[config.mk]
export PLATFORM = sky130hd
export DESIGN_NAME = maze_move_ctrl
export DESIGN_NICKNAME = d
export VERILOG_FILES = /design/src/rtl/maze_pkg.sv /design/src/rtl/maze_key_repeat.sv /design/src/rtl/maze_move_ctrl.sv
export SDC_FILE = /design/constraint.sdc
export NUM_CORES = 1
export LEC_CHECK = 0
export ABC_AREA = 1
export CORE_UTILIZATION = 57
export DETAILED_ROUTE_END_ITERATION = 16
export PLACE_DENSITY = 0.88
export RECOVER_POWER = 25
export SLEW_MARGIN = 20
export SYNTH_ARGS = -nofsm -noshare
export SYNTH_HDL_FRONTEND = slang
export SYNTH_HIERARCHICAL = 1
export SYNTH_SLANG_ARGS = --single-unit
export TNS_END_PERCENT = 5
[constraint.sdc]
create_clock -name clk -period 8.65 [get_ports clk]
set_input_delay 2.595 -clock clk [delete_from_list [all_inputs] [get_ports clk]]
set_output_delay 2.595 -clock clk [all_outputs]
set_load 0.01 [all_outputs]
[src/rtl/maze_pkg.sv]
// maze_pkg: constants and types shared by the maze movement controller,
// the top level and the renderer.
//   - DEF_* : default maze geometry, ROM address width and goal cell
//   - DIR_* : direction indices, matching bit positions of the mov buttons
//   - move_state_t : movement controller FSM states
package maze_pkg;

    localparam int DEF_MAZE_W   = 48;
    localparam int DEF_MAZE_H   = 48;
    localparam int DEF_ADDR_W   = 12;
    localparam int DEF_END_ADDR = 2110;

    localparam int DIR_UP    = 0;
    localparam int DIR_DOWN  = 1;
    localparam int DIR_LEFT  = 2;
    localparam int DIR_RIGHT = 3;

    typedef enum logic [2:0] {
        S_IDLE,
        S_ADDR,
        S_WAIT,
        S_CHECK,
        S_DONE
    } move_state_t;

endpackage

[src/rtl/maze_key_repeat.sv]
// maze_key_repeat: turns the raw button vector into single move requests
// with hold-to-repeat.
//   clk, rst : system clock, synchronous active-high reset
//   en       : controller is idle and may accept a move (repeat only counts here)
//   mov      : buttons [0] up, [1] down, [2] left, [3] right
//   issue    : one-cycle request for a move this cycle
//   dir      : priority-encoded direction (up > down > left > right)
module maze_key_repeat
    import maze_pkg::*;
#(
    parameter int REPEAT_CYCLES = 12500000
) (
    input  logic       clk,
    input  logic       rst,
    input  logic       en,
    input  logic [3:0] mov,
    output logic       issue,
    output logic [1:0] dir
);

    localparam int               CNT_W    = $clog2(REPEAT_CYCLES);
    localparam logic [CNT_W-1:0] CNT_LAST = CNT_W'(REPEAT_CYCLES - 1);

    logic [3:0]       held;
    logic [CNT_W-1:0] rep_cnt;

    // A new pattern issues at once; an unchanged held pattern issues only
    // when the repeat period has elapsed.
    always_comb begin
        issue = en && (mov != 4'd0) && ((mov != held) || (rep_cnt == CNT_LAST));
    end

    always_comb begin
        if (mov[DIR_UP])        dir = 2'(DIR_UP);
        else if (mov[DIR_DOWN]) dir = 2'(DIR_DOWN);
        else if (mov[DIR_LEFT]) dir = 2'(DIR_LEFT);
        else                    dir = 2'(DIR_RIGHT);
    end

    // Releasing all buttons clears held even while a move is in flight, so
    // a quick re-press after the check counts as a fresh press.
    always_ff @(posedge clk) begin
        if (rst) begin
            held    <= 4'd0;
            rep_cnt <= '0;
        end else if (mov == 4'd0) begin
            held    <= 4'd0;
            rep_cnt <= '0;
        end else if (issue) begin
            held    <= mov;
            rep_cnt <= '0;
        end else if (en && (mov == held)) begin
            rep_cnt <= rep_cnt + 1'b1;
        end
    end

endmodule

[src/rtl/maze_move_ctrl.sv]
// maze_move_ctrl: sequences player movement through the maze.
//   clk, rst  : system clock, synchronous active-high reset
//   mov       : buttons [0] up, [1] down, [2] left, [3] right
//   rom_addr  : wall-map read address (committed cell when idle,
//               candidate cell during a check, goal cell when done)
//   rom_q     : wall-map data, 1 = wall, ROM_LAT cycles after rom_addr
//   pos_x/y   : committed position
//   move_cnt  : accepted moves, saturating
//   running   : elapsed-time counter enable
//   done      : goal reached, sticky until reset
//   busy      : a move check is in progress
module maze_move_ctrl
    import maze_pkg::*;
#(
    parameter int MAZE_W        = DEF_MAZE_W,
    parameter int MAZE_H        = DEF_MAZE_H,
    parameter int ADDR_W        = DEF_ADDR_W,
    parameter int START_X       = 1,
    parameter int START_Y       = 1,
    parameter int END_ADDR      = DEF_END_ADDR,
    parameter int ROM_LAT       = 1,
    parameter int REPEAT_CYCLES = 12500000
) (
    input  logic              clk,
    input  logic              rst,
    input  logic [3:0]        mov,
    output logic [ADDR_W-1:0] rom_addr,
    input  logic              rom_q,
    output logic [9:0]        pos_x,
    output logic [9:0]        pos_y,
    output logic [15:0]       move_cnt,
    output logic              running,
    output logic              done,
    output logic              busy
);

    localparam int                WAIT_W    = (ROM_LAT > 2) ? $clog2(ROM_LAT - 1) : 1;
    localparam logic [WAIT_W-1:0] WAIT_LAST = WAIT_W'((ROM_LAT > 1) ? ROM_LAT - 2 : 0);
    localparam logic [ADDR_W-1:0] END_A     = ADDR_W'(END_ADDR);
    localparam logic [9:0]        START_XV  = 10'(START_X);
    localparam logic [9:0]        START_YV  = 10'(START_Y);

    function automatic logic [ADDR_W-1:0] cell_addr(input logic [9:0] x, input logic [9:0] y);
        return ADDR_W'(x) + ADDR_W'(y) * ADDR_W'(MAZE_W);
    endfunction

    move_state_t       state;
    logic [9:0]        cand_x, cand_y;
    logic [WAIT_W-1:0] wait_cnt;
    logic              issue;
    logic [1:0]        dir;
    logic              at_edge;
    logic [9:0]        nx, ny;

    maze_key_repeat #(
        .REPEAT_CYCLES(REPEAT_CYCLES)
    ) u_key (
        .clk   (clk),
        .rst   (rst),
        .en    (state == S_IDLE),
        .mov   (mov),
        .issue (issue),
        .dir   (dir)
    );

    // Neighbour cell in the requested direction; at_edge flags moves that
    // would leave the board and are dropped without a ROM lookup.
    always_comb begin
        nx      = pos_x;
        ny      = pos_y;
        at_edge = 1'b0;
        case (dir)
            2'(DIR_UP): begin
                at_edge = (pos_y == 10'd0);
                ny      = pos_y - 10'd1;
            end
            2'(DIR_DOWN): begin
                at_edge = (pos_y == 10'(MAZE_H - 1));
                ny      = pos_y + 10'd1;
            end
            2'(DIR_LEFT): begin
                at_edge = (pos_x == 10'd0);
                nx      = pos_x - 10'd1;
            end
            default: begin
                at_edge = (pos_x == 10'(MAZE_W - 1));
                nx      = pos_x + 10'd1;
            end
        endcase
    end

    always_ff @(posedge clk) begin
        if (rst) begin
            state    <= S_IDLE;
            pos_x    <= START_XV;
            pos_y    <= START_YV;
            cand_x   <= 10'd0;
            cand_y   <= 10'd0;
            wait_cnt <= '0;
            rom_addr <= cell_addr(START_XV, START_YV);
            move_cnt <= 16'd0;
            running  <= 1'b0;
            done     <= 1'b0;
            busy     <= 1'b0;
        end else begin
            case (state)
                S_IDLE: begin
                    if (issue && !at_edge) begin
                        cand_x   <= nx;
                        cand_y   <= ny;
                        rom_addr <= cell_addr(nx, ny);
                        busy     <= 1'b1;
                        state    <= S_ADDR;
                    end
                end
                S_ADDR: begin
                    wait_cnt <= '0;
                    state    <= (ROM_LAT > 1) ? S_WAIT : S_CHECK;
                end
                S_WAIT: begin
                    if (wait_cnt == WAIT_LAST) state <= S_CHECK;
                    else                       wait_cnt <= wait_cnt + 1'b1;
                end
                S_CHECK: begin
                    busy <= 1'b0;
                    if (rom_q) begin
                        // Wall: fall back to presenting the committed cell.
                        rom_addr <= cell_addr(pos_x, pos_y);
                        state    <= S_IDLE;
                    end else begin
                        // rom_addr already holds the candidate, which is now
                        // the committed cell.
                        pos_x <= cand_x;
                        pos_y <= cand_y;
                        if (move_cnt != 16'hFFFF) move_cnt <= move_cnt + 16'd1;
                        if (rom_addr == END_A) begin
                            running <= 1'b0;
                            done    <= 1'b1;
                            state   <= S_DONE;
                        end else begin
                            running <= 1'b1;
                            state   <= S_IDLE;
                        end
                    end
                end
                S_DONE: begin
                    running  <= 1'b0;
                    done     <= 1'b1;
                    rom_addr <= END_A;
                end
                default: state <= S_IDLE;
            endcase
        end
    end

endmodule

After elaboration in Yosys (flattened, before gate mapping)
Cells that the tools add are included.

storage, ports and cells
  flip-flop bits (word level) = 103
  input port bits = 7
  output and inout bits = 51
  word-level logic and storage cells = 95

operators by class
  add/sub/neg operators = 9
  $mul = 2
  equal/unequal tests = 18
  muxes and demuxes = 24
  bitwise logic cells = 2
  reductions and logical operators = 27

operators with widths
  kind                                                 count
  case mux 10 bit (2 select lines)                     2
  case mux 12 bit (3 select lines)                     1
  adder 10 x 12 -> 12 bit                              2
  adder 24 x 1 -> 24 bit (second input constant)       1
  == test 24 bit (second input constant)               1
  2-to-1 mux 12 bit                                    2
  adder 10 x 1 -> 10 bit (second input constant)       2
  == test 10 x 6 -> 1 bit (second input constant)      2
  zero test 10 bit                                     2
  multiplier 10 x 2 -> 8 bit (second input constant)   2
  subtractor 10 x 1 -> 10 bit (second input constant)  2
  adder 16 x 1 -> 16 bit (second input constant)       1
  != test 16 bit (second input constant)               1
  case mux 3 bit (5 select lines)                      1
  == test 12 bit (second input constant)               1
  2-to-1 mux 3 bit                                     4
  AND reduction 3 bit                                  4
  != test 2 bit (second input constant)                5
  case mux 1 bit (2 select lines)                      4
  AND reduction 2 bit                                  4
  2-to-1 mux 1 bit                                     7
  == test 3 x 2 -> 1 bit (second input constant)       2
  nonzero test 2 bit                                   3
  == test 4 bit                                        1
  other kinds (19)                                     25

Longest topological paths before layout
Gate-level depths: netlist of run 1.

  word-level depth = 9
  depth in mapped cells = 31
  gate-level depth less buffers = 31

Cells and area by module
Netlist of run 1, hierarchy kept.

by module, submodules not included
  module           times used  cells an instance  area each (µm²)  seq. area each (µm²)
  maze_move_ctrl   1           790                5340.1           1481.4
  maze_key_repeat  1           293                1816.7           560.5

Worst setup path after synthesis of run 1
No wires, ideal clock.

  kind = input-to-reg
  start = input mov[0]
  end = register rom_addr[11]
  setup time = 0.119 ns
  arrival = 6.043 ns
  required time = 8.531 ns
  setup slack = 2.488 ns
  cell stages on the path = 27
  buffers on the path = 0
  path through = nor2_1 > inv_2 > nand2_1 > inv_1 > fa_1 > or2_2 > a31oi_1 > ha_1 > nand2_1 > nand2_1 > a21oi_1 > xor2_1 > inv_1 > ha_1 > nand2_1 > inv_1 > nand3_1 > nand3_1 > nand2_1 > nand2_1 > nand2_1 > nand2_1 > nand2_1 > inv_1 > nand3_1 > nand3_1 > a21oi_1

between the ends
  word-level cells in the longest chain between the ends = 7
  elaborated cells on any way between the ends = 21
  classes of those cells = add/sub: 1; mul: 1; eq/ne: 4; mux: 6; reduce/logical: 9

RTL lines
  what                                                       line                   text
  from (decl)                                                maze_move_ctrl.sv:26   input logic [3:0] mov,
  2-to-1 mux 2 bit (*)                                       maze_key_repeat.sv:34  if (mov[DIR_UP]) dir = 2'(DIR_UP);
  == test 2 x 1 -> 1 bit or zero test 2 bit (tied branches)  maze_move_ctrl.sv:72   case (dir)
  case mux 10 bit (2 select lines) (*)                       maze_move_ctrl.sv:72
  net ny[2]                                                  maze_move_ctrl.sv:53   logic [9:0] nx, ny;
  multiplier 10 x 2 -> 8 bit (*)                             maze_move_ctrl.sv:44   return ADDR_W'(x) + ADDR_W'(y) * ADDR_W'(MAZE_W);
  adder 10 x 12 -> 12 bit (*)                                maze_move_ctrl.sv:44
  2-to-1 mux 12 bit (*)                                      maze_move_ctrl.sv:108  if (issue && !at_edge) begin
  case mux 12 bit (3 select lines) (*)                       maze_move_ctrl.sv:106  case (state)
  to (signal assigned)                                       maze_move_ctrl.sv:100  rom_addr <= cell_addr(START_XV, START_YV);
  to (signal assigned)                                       maze_move_ctrl.sv:111  rom_addr <= cell_addr(nx, ny);
  to (signal assigned)                                       maze_move_ctrl.sv:128  rom_addr <= cell_addr(pos_x, pos_y);
  to (decl)                                                  maze_move_ctrl.sv:27   output logic [ADDR_W-1:0] rom_addr,

Mark *: on every way through the listed nets, which the timed path passes. The rest lies on a longest branch. The select of a mux whose other input is x is not followed.
A chain may end at the register's enable or synchronous reset.

Worst setup path in the final report of run 1
  start = input mov[0]
  end = register rom_addr[11]

between the ends
  word-level cells in the longest chain between the ends = 7
  elaborated cells on any way between the ends = 21
  classes of those cells = add/sub: 1; mul: 1; eq/ne: 4; mux: 6; reduce/logical: 9

RTL lines
  what                                                       line                   text
  2-to-1 mux 2 bit (*)                                       maze_key_repeat.sv:34
  net dir[1]                                                 maze_move_ctrl.sv:51   logic [1:0] dir;
  == test 2 x 1 -> 1 bit or zero test 2 bit (tied branches)  maze_move_ctrl.sv:72
  case mux 10 bit (2 select lines) (*)                       maze_move_ctrl.sv:72
  net ny[2]                                                  maze_move_ctrl.sv:53
  multiplier 10 x 2 -> 8 bit (*)                             maze_move_ctrl.sv:44
  adder 10 x 12 -> 12 bit (*)                                maze_move_ctrl.sv:44
  2-to-1 mux 12 bit (*)                                      maze_move_ctrl.sv:108
  case mux 12 bit (3 select lines) (*)                       maze_move_ctrl.sv:106

Marks and branches as above.

==> reports/metrics.csv, run 1 <==
metric;value;unit
viasPerCell;5.52;
clock-sinks;102;
p_leak;3.48;nW
ys_top_cells_by_count;285 x nand2_1, 123 x inv_1, 104 x nor2_1;
ys_types;43;
crit_path_top_delay_cell;clkdlybuf4s50_1;
ys.flop_type;dfxtp_1;
maxSlewHeadroom;-0.156;
drc_errors;0;
grt_pass1_vias;6415;
num_antenna_cells;0;
worst_pin_slew;1.73;ns
utilization;0.668;
max_freq;139;MHz
ios;58;
critPathLaunchType;primary input;
critPathCaptureType;flip-flop;
ff2ff_setup_slack;4.46;ns
die-area;0.0130;sq mm
syn_nets;1143;
synth_most_common_cell;nand2_1;
yosysSeqAreaShare;0.285;
yosysWarnings;6;
violations;capacitance limit, slew limit;
rows;40;
start_util;0.591;
synth_area;0.00716;sq mm
outcome;finished, violations left;
grt_overflow_total;0;
finClkSkew;0.00588;ns
place_congestion;0.931;
hold_violations;0;
drt_wl_total;17.9;mm
worstSetupPathType;in -> reg;
place_area;0.00778;sq mm
dpl.cell_count;1283;
cp.arrival;7.48;ns
fin_area;0.00809;sq mm
core-area;0.0121;sq mm
postCtsSetupBuffers;0;
htreeDepth;3;
clock_path_buffers;2;
clockRootBuffer;clkbuf_16;
synth_seq_cells;102;
fin_crit_sh;0.831;
avgSynthCellArea;6.61;sq um
total_power;1.75;mW
synthToLayoutAreaGrowth;13.0;%
synth-simple-area-share;0.327;
clkTransAtPathRegs;0.07;ns
synth_top_area_share;0.285;
min_period;7.19;ns
clk_latency;0.36;ns
cts_inserted_buffers;9;
slew_violations;29;
hold_slack;0.465;ns
required;8.94;ns
synth_xor_xnor_area_share;0.0392;
cp_max_fo;24;
rsz0062_at_grt;no;
portBuffers;57;
max_stage_delay;0.48;ns
maxCapViolations;1;
setup_viol;0;
drive_above_1_share;0.0681;
setup_tns;0;ns
worst_slack;1.46;ns
grt_pass1_wl;29.8;mm
vdd_drop_max;0.000124;V
grt_max_degree;36;
synth_fa_ha_area_frac;0.0990;
crit_top_cell;nand2_1;
hpwl;12.9;mm
finalNonFillerCells;1299;
die_y;114;microns
grt_usage;0.287;
drtPass1Iterations;5;
yosys.area.top_type;dfxtp_1;
cts_resized;0;
hp-class;reg -> reg;
synth_edf_count;0;
cts_tree;yes;
async_flop_share;0;
ys_top_cells_by_area;dfxtp_1 29%, nand2_1 15%, ha_1 8.2%, inv_1 6.5%, a21oi_1 5.9%;
synth_top_family_by_area;simple AND/OR/NAND/NOR gates;
dr.first_iter.drc_count;519;
synth_mux_area_frac;0;
ant_nets;0;
routedWlPerCell;13.7;microns
vias;7176;
path_delay_family;simple AND/OR/NAND/NOR gates;
fp.dieW;114;microns
nets;1186;
hold_buffers;0;
syn_inst;1083;
pre_cts_ws;1.16;ns
critPathBufInv;7;
synth_compound_area_frac;0.154;
antenna_found_initial;0;
power_density;217;mW/mm^2
[state kept, by name (all words and copies together), names as in the netlist]
signal and count:
u_key/rep_cnt 24, move_cnt 16, rom_addr 12, cand_x 10, cand_y 10, pos_x 10, pos_y 10, u_key/held 4
state 3, busy 1, done 1, running 1
[final timing paths]
path	start	end	cells after the start
hold reg to reg	cand_x[2]	cand_x[2]	2
setup reg to reg	pos_y[0]	rom_addr[11]	23
hold / removal	cand_x[2]	cand_x[2]	2
setup / recovery	mov[0]	rom_addr[11]	28
[cells in the final DEF, fill, tap and decap left out, types with 2 or more instances in the layout]
cell type	instances
nand2_1	285
inv_1	123
nor2_1	104
dfxtp_1	102
a21oi_1	84
nand3_1	72
o21ai_0	66
ha_1	47
clkdlybuf4s50_1	38
xor2_1	22
nand4_1	21
nor3_1	19
a21oi_2	19
dlygate4sd3_1	19
nand2_2	12
xnor2_1	10
clkbuf_16	9
inv_2	8
a31oi_1	6
o21bai_1	6
nor2_2	6
fa_1	6
o22ai_1	5
nand3b_1	5
o211ai_1	4
nand2_4	4
or2_2	3
a21o_1	2
nor2_4	2
nor4_1	2
nor3b_1	2
inv_6	2
clkinv_2	2
buf_4	2
[area by class of cell]
cell class	count	area, sq um
Tap cell	168	210
Sequential cell	102	2040
Clock inverter	6	68.8
Inverter	133	503
Fill cell	1077	4020
Clock buffer	10	239
Multi-Input combinational cell	820	4440
Timing Repair Buffer	60	589
[power breakdown]
part	total (mW)	switching [mW]	internal [mW]
Combinational	0.722	0.459	0.263
Sequential	0.602	0.0572	0.544
Clock	0.428	0.194	0.234
Total	1.75	0.710	1.04
[cells by family (layout without fill, tap and decap cells)]
| family | count (synthesis) | in the layout |
|---|---|---|
| simple gates | 539 | 539 |
| buf+inv | 161 | 209 |
| fa+ha+maj | 53 | 53 |
| flops | 102 | 102 |
| xor+xnor | 32 | 32 |
| compound gates | 196 | 196 |
[routing by layer]
metal | up-vias | share of wire | GRT usage | routed length [microns]
li1 | 3608 | - | - | -
met1 | 3305 | 0.47 | 0.380 | 8330
met2 | 220 | 0.45 | 0.459 | 8000
met3 | 43 | 0.052 | 0.0381 | 936
met4 | 0 | 0.033 | 0.144 | 590
met5 | - | 0 | 0 | 0
[worst register-to-register path, cell delays in order (launching register included)]
cell and delay, ns:
dfxtp_1 0.63, inv_1 0.19, fa_1 0.51, or2_2 0.31
a31oi_1 0.38, ha_1 0.37, nand2_1 0.08, nand2_1 0.06
a21oi_1 0.15, xor2_1 0.16, inv_1 0.06, ha_1 0.33
nand2_1 0.07, inv_1 0.07, nand3_1 0.07, nand3_1 0.09
nand2_1 0.07, nand2_1 0.08, nand3_1 0.07, nand2_1 0.09
inv_1 0.04, nand3_1 0.06, nand3_1 0.07, a21oi_1 0.13
Note: power is estimated with default switching activity, not from simulation.
==> run 2, diff against run 1 <==
--- a/config.mk
+++ b/config.mk
@@ -6,7 +6,7 @@
 export NUM_CORES = 1
 export LEC_CHECK = 0
 export ABC_AREA = 1
-export CORE_UTILIZATION = 57
+export CORE_UTILIZATION = 54
 export DETAILED_ROUTE_END_ITERATION = 16
 export PLACE_DENSITY = 0.88
 export RECOVER_POWER = 25
==> constraint.sdc (replaced) <==
create_clock -name clk -period 6.3 [get_ports clk]
set_input_delay 1.89 -clock clk [delete_from_list [all_inputs] [get_ports clk]]
set_output_delay 1.89 -clock clk [all_outputs]
set_load 0.01 [all_outputs]
==> reports/metrics.csv, run 2 (synthesis results as in run 1) <==
metric;value;unit
clockRootBuffer;clkbuf_16;
rsz0062_at_grt;no;
ff2ff_setup_slack;2.08;ns
p_leak;3.53;nW
num_antenna_cells;0;
violations;capacitance limit, slew limit;
min_to;cand_x[3];
hold_violations;0;
routedWlPerCell;14.1;microns
core-area;0.0128;sq mm
drc_errors;0;
ios;58;
max_stage_delay;0.49;ns
antenna_found_initial;0;
crit_top_cell;nand2_1;
layout_commonest_cell;nand2_1;
setup_tns;0;ns
rows;41;
required;6.59;ns
pre_cts_ws;0.0341;ns
start_util;0.560;
clock_path_buffers;2;
synthToLayoutAreaGrowth;13.6;%
place_congestion;0.918;
worst_slack;0.443;ns
htreeDepth;3;
final_cell_mix;284 x nand2_1, 123 x inv_1, 104 x nor2_1;
crit_path_top_delay_cell;clkdlybuf4s50_1;
portBuffers;57;
place_area;0.00783;sq mm
critPathLaunchType;primary input;
drt_wl_total;18.5;mm
r2r_end;rom_addr[11];
setup_viol;0;
vias;7193;
clkTransAtPathRegs;0.07;ns
largest_reg_flops;24;
path_delay_family;simple AND/OR/NAND/NOR gates;
grt_usage;0.281;
hold_buffers;0;
fp.dieW;117;microns
utilization;0.636;
top_register;u_key/rep_cnt;
nets;1192;
drtPass1Iterations;7;
critPathCaptureType;flip-flop;
dr.first_iter.drc_count;575;
cp.arrival;6.14;ns
cts_tree;yes;
grt_overflow_total;0;
n_fill_cell;1168;
grt_pass1_vias;6524;
outcome;finished, violations left;
fin_area;0.00813;sq mm
finClkSkew;0.00897;ns
hp-start;cand_x[3];
ant_nets;0;
reg2reg_depth;23;
vdd_drop_max;0.000195;V
r2r_start;pos_y[0];
die-area;0.0137;sq mm
hpwl;13.6;mm
power_density;298;mW/mm^2
clk_latency;0.36;ns
top_regs;u_key/rep_cnt x24, move_cnt x16, rom_addr x12;
cts_inserted_buffers;9;
hold_slack;0.462;ns
clock-sinks;102;
viasPerCell;5.50;
hp-class;reg -> reg;
max_freq;171;MHz
drive_above_1_share;0.0704;
worstSetupPathType;in -> reg;
grt_max_degree;34;
slew_violations;29;
cp_max_fo;6;
die_y;117;microns
fin_crit_sh;0.930;
grt_pass1_wl;30.1;mm
min_period;5.86;ns
maxCapViolations;1;
maxSlewHeadroom;-0.0355;
critPathBufInv;5;
worst_pin_slew;1.55;ns
holdPathStages;2;
==> run 2: changes by cell type in the layout (fill, tap and decap cells not counted), sizes merged <==
| cell | before | now |
|---|---|---|
| buf | 2 | 8 |
| clkbuf | 11 | 13 |
| clkdlybuf4s50 | 38 | 37 |
| clkinvlp | 1 | 0 |
| dlygate4sd3 | 19 | 20 |
| inv | 134 | 133 |
==> run 2: stage by stage <==
step,instances,power [mW]
global placement,1293,1.80
global route,1309,2.59
finish,1309,2.42
detailed placement,1293,1.84
CTS,1309,2.43
floorplan,1083,1.56
==> run 2: timing repair <==
action,4_1_cts,5_1_grt
gates resized for setup,0,1
setup endpoints to repair,0,1
setup buffers,0,0
endpoints found under the hold margin,0,0
==> run 2: cell type report <==
cell class / count / area, sq um / share of cell area
multi-input cells: 820 / 4430 / 0.544
flip-flops and latches: 102 / 2040 / 0.251
well taps: 172 / 215 / 0.0265
repair buffers: 66 / 634 / 0.0780
inverters: 133 / 503 / 0.0619
clock inverters: 4 / 52.6 / 0.00646
clock buffers: 12 / 256 / 0.0315
==> run 2: worst max-delay path by stage <==
stage	startpoint	depth (start not counted)	endpoint	slack [ns]
floorplan	mov[0]	27	rom_addr[11]	0.84
detailed placement	mov[0]	28	rom_addr[11]	0.03
finish	mov[0]	27	rom_addr[11]	0.44
CTS	mov[0]	28	rom_addr[11]	0.39
global placement	mov[0]	28	rom_addr[11]	0.20
global route	mov[1]	32	rom_addr[11]	0.06
==> run 2: worst min-delay path, cell delays in order, from the launching register on <==
cell and delay (ns):
dfxtp_1 0.31, nand2_1 0.06, a21oi_1 0.05
==> run 2: layer usage <==
layer	up-vias	wire, microns	track usage
met5	-	0	0
met4	0	527	0.108
met3	37	1200	0.0556
met2	224	8470	0.477
met1	3302	8280	0.351
li1	3630	-	-
==> run 2: power by group <==
part	internal, mW	total (mW)	switching (mW)
Sequential	0.748	0.832	0.0848
Combinational	0.368	1.01	0.637
Clock	0.332	0.585	0.253
Total	1.45	2.42	0.975
==> run 3, diff against run 2 <==
--- a/config.mk
+++ b/config.mk
@@ -6,6 +6,7 @@
 export NUM_CORES = 1
 export LEC_CHECK = 0
 export ABC_AREA = 1
+export ABC_CLOCK_PERIOD_IN_PS = 6300
 export CORE_UTILIZATION = 54
 export DETAILED_ROUTE_END_ITERATION = 16
 export PLACE_DENSITY = 0.88
==> constraint.sdc (replaced) <==
create_clock -name clk -period 6.3 [get_ports clk]
set_input_delay 1.89 -clock clk [delete_from_list [all_inputs] [get_ports clk]]
set_output_delay 1.89 -clock clk [all_outputs]
set_load 0.005 [all_outputs]
==> reports/metrics.csv, run 3 (synthesis results as in run 1) <==
metric;value;unit
antenna_found_initial;0;
core-area;0.0128;sq mm
grt_pass1_wl;30.1;mm
worstSetupPathType;in -> reg;
worst_slack;0.443;ns
p_leak;3.54;nW
start_util;0.560;
fin_area;0.00813;sq mm
ant_nets;0;
ff2ff_setup_slack;2.08;ns
cp_max_fo;6;
num_antenna_cells;0;
max_freq;171;MHz
wl_met3;1.20;mm
grt_usage;0.281;
routedWlPerCell;14.1;microns
ios;58;
setup_tns;0;ns
crit_end;rom_addr[11];
clockRootBuffer;clkbuf_16;
place_area;0.00783;sq mm
rows;41;
postCtsSetupBuffers;0;
drtPass1Iterations;7;
grt_max_degree;34;
reg2reg_depth;23;
r2r_start;pos_y[0];
hp-class;reg -> reg;
wl_met1;8.27;mm
die-area;0.0137;sq mm
worst_pin_slew;1.55;ns
fin_crit_sh;0.930;
slew_violations;29;
violations;capacitance limit, slew limit;
clk_latency;0.36;ns
grt_overflow_total;0;
hold_violations;0;
vias;7194;
finalNonFillerCells;1309;
drc_errors;0;
top_register;u_key/rep_cnt;
drt_wl_total;18.5;mm
crit_start;mov[0];
required;6.59;ns
dr.first_iter.drc_count;575;
setup_viol;0;
portBuffers;57;
nets;1192;
final_cell_mix;284 x nand2_1, 123 x inv_1, 104 x nor2_1;
r2r_end;rom_addr[11];
dpl.cell_count;1293;
cp.arrival;6.14;ns
viasPerCell;5.50;
critPathLaunchType;primary input;
finClkSkew;0.00897;ns
clkTransAtPathRegs;0.07;ns
met2_length;8.48;mm
maxSlewHeadroom;-0.0355;
min_period;5.86;ns
n_fill_cell;1168;
hpwl;13.6;mm
critPathCaptureType;flip-flop;
grt_pass1_vias;6524;
synthToLayoutAreaGrowth;13.6;%
power_density;295;mW/mm^2
htreeDepth;3;
maxCapViolations;1;
place_congestion;0.918;
cts_inserted_buffers;9;
top_layer;met4;
clock_path_buffers;2;
rsz0062_at_grt;no;
clock-sinks;102;
outcome;finished, violations left;
total_power;2.40;mW
pre_cts_ws;0.0341;ns
layout_commonest_cell;nand2_1;
fp.dieW;117;microns
vdd_drop_max;0.000195;V
drive_above_1_share;0.0704;
die_y;117;microns
cts_tree;yes;
largest_reg_flops;24;
top_regs;u_key/rep_cnt x24, move_cnt x16, rom_addr x12;
-- run 3: cell types whose count changed in the layout (fill, tap and decap cells not counted) --
cell | previous run | this run
clkdlybuf4s50_1 | 37 | 34
dlygate4sd3_1 | 20 | 23
-- run 3: cell type report --
class                      instances  area (sq um)  share of cell area
inverter                         133           503              0.0619
clock inverter                     4          52.6             0.00646
tap                              172           215              0.0265
multi-input combinational        820          4430               0.544
clock buffer                      12           256              0.0315
sequential                       102          2040               0.251
timing repair buffer              66           634              0.0780
-- run 3: metrics by stage --
stage	hold slack (ns)	util
final	0.462	0.636
after global routing	0.479	0.636
after CTS	0.465	0.637
after detailed placement	0.454	0.613
after global placement	0.448	0.613
after floorplan	0.441	-
-- run 3: critical path: stages --
cell             delay, ns
clkdlybuf4s50_1       0.49
nor2_1                0.20
inv_2                 0.06
nand2_2               0.16
inv_1                 0.08
fa_1                  0.42
or2_2                 0.31
a31oi_1               0.37
ha_1                  0.36
nand2_1               0.08
nand2_1               0.06
a21oi_1               0.15
xor2_1                0.16
inv_1                 0.05
ha_1                  0.33
nand2_1               0.07
inv_1                 0.07
nand3_1               0.07
nand3_1               0.09
nand2_1               0.08
nand2_1               0.09
nand2_1               0.06
nand2_1               0.06
nand2_1               0.07
nand3_1               0.10
nand3_1               0.09
a21oi_1               0.13
-- run 3: worst min-delay path by stage --
stage | startpoint | end | slack [ns] | cells after the start
after detailed placement | cand_x[2] | cand_x[2] | 0.45 | 2
final | cand_x[3] | cand_x[3] | 0.46 | 2
after floorplan | cand_x[1] | cand_x[1] | 0.44 | 2
after CTS | cand_x[2] | cand_x[2] | 0.46 | 2
after global routing | cand_x[2] | cand_x[2] | 0.48 | 2
after global placement | cand_x[2] | cand_x[2] | 0.45 | 2
-- run 3: per-layer routing --
layer / vias up / global-route usage
li1: 3630 / -
met1: 3303 / 0.351
met2: 224 / 0.477
met3: 37 / 0.0556
met4: 0 / 0.108
met5: - / 0
-- run 3: report_power, final --
| group | leakage, nW | internal (mW) | switching [mW] |
|---|---|---|---|
| Combinational | 2.55 | 0.367 | 0.619 |
| Clock | 0.153 | 0.332 | 0.253 |
| Sequential | 0.829 | 0.748 | 0.0846 |
| Total | 3.54 | 1.45 | 0.956 |
-- run 3: what timing repair did --
item                                    in CTS  in global routing
hold endpoints to repair                     0                  0
endpoints found under the setup margin       0                  1
hold buffers                                 0                  0
resized for setup                            0                  1
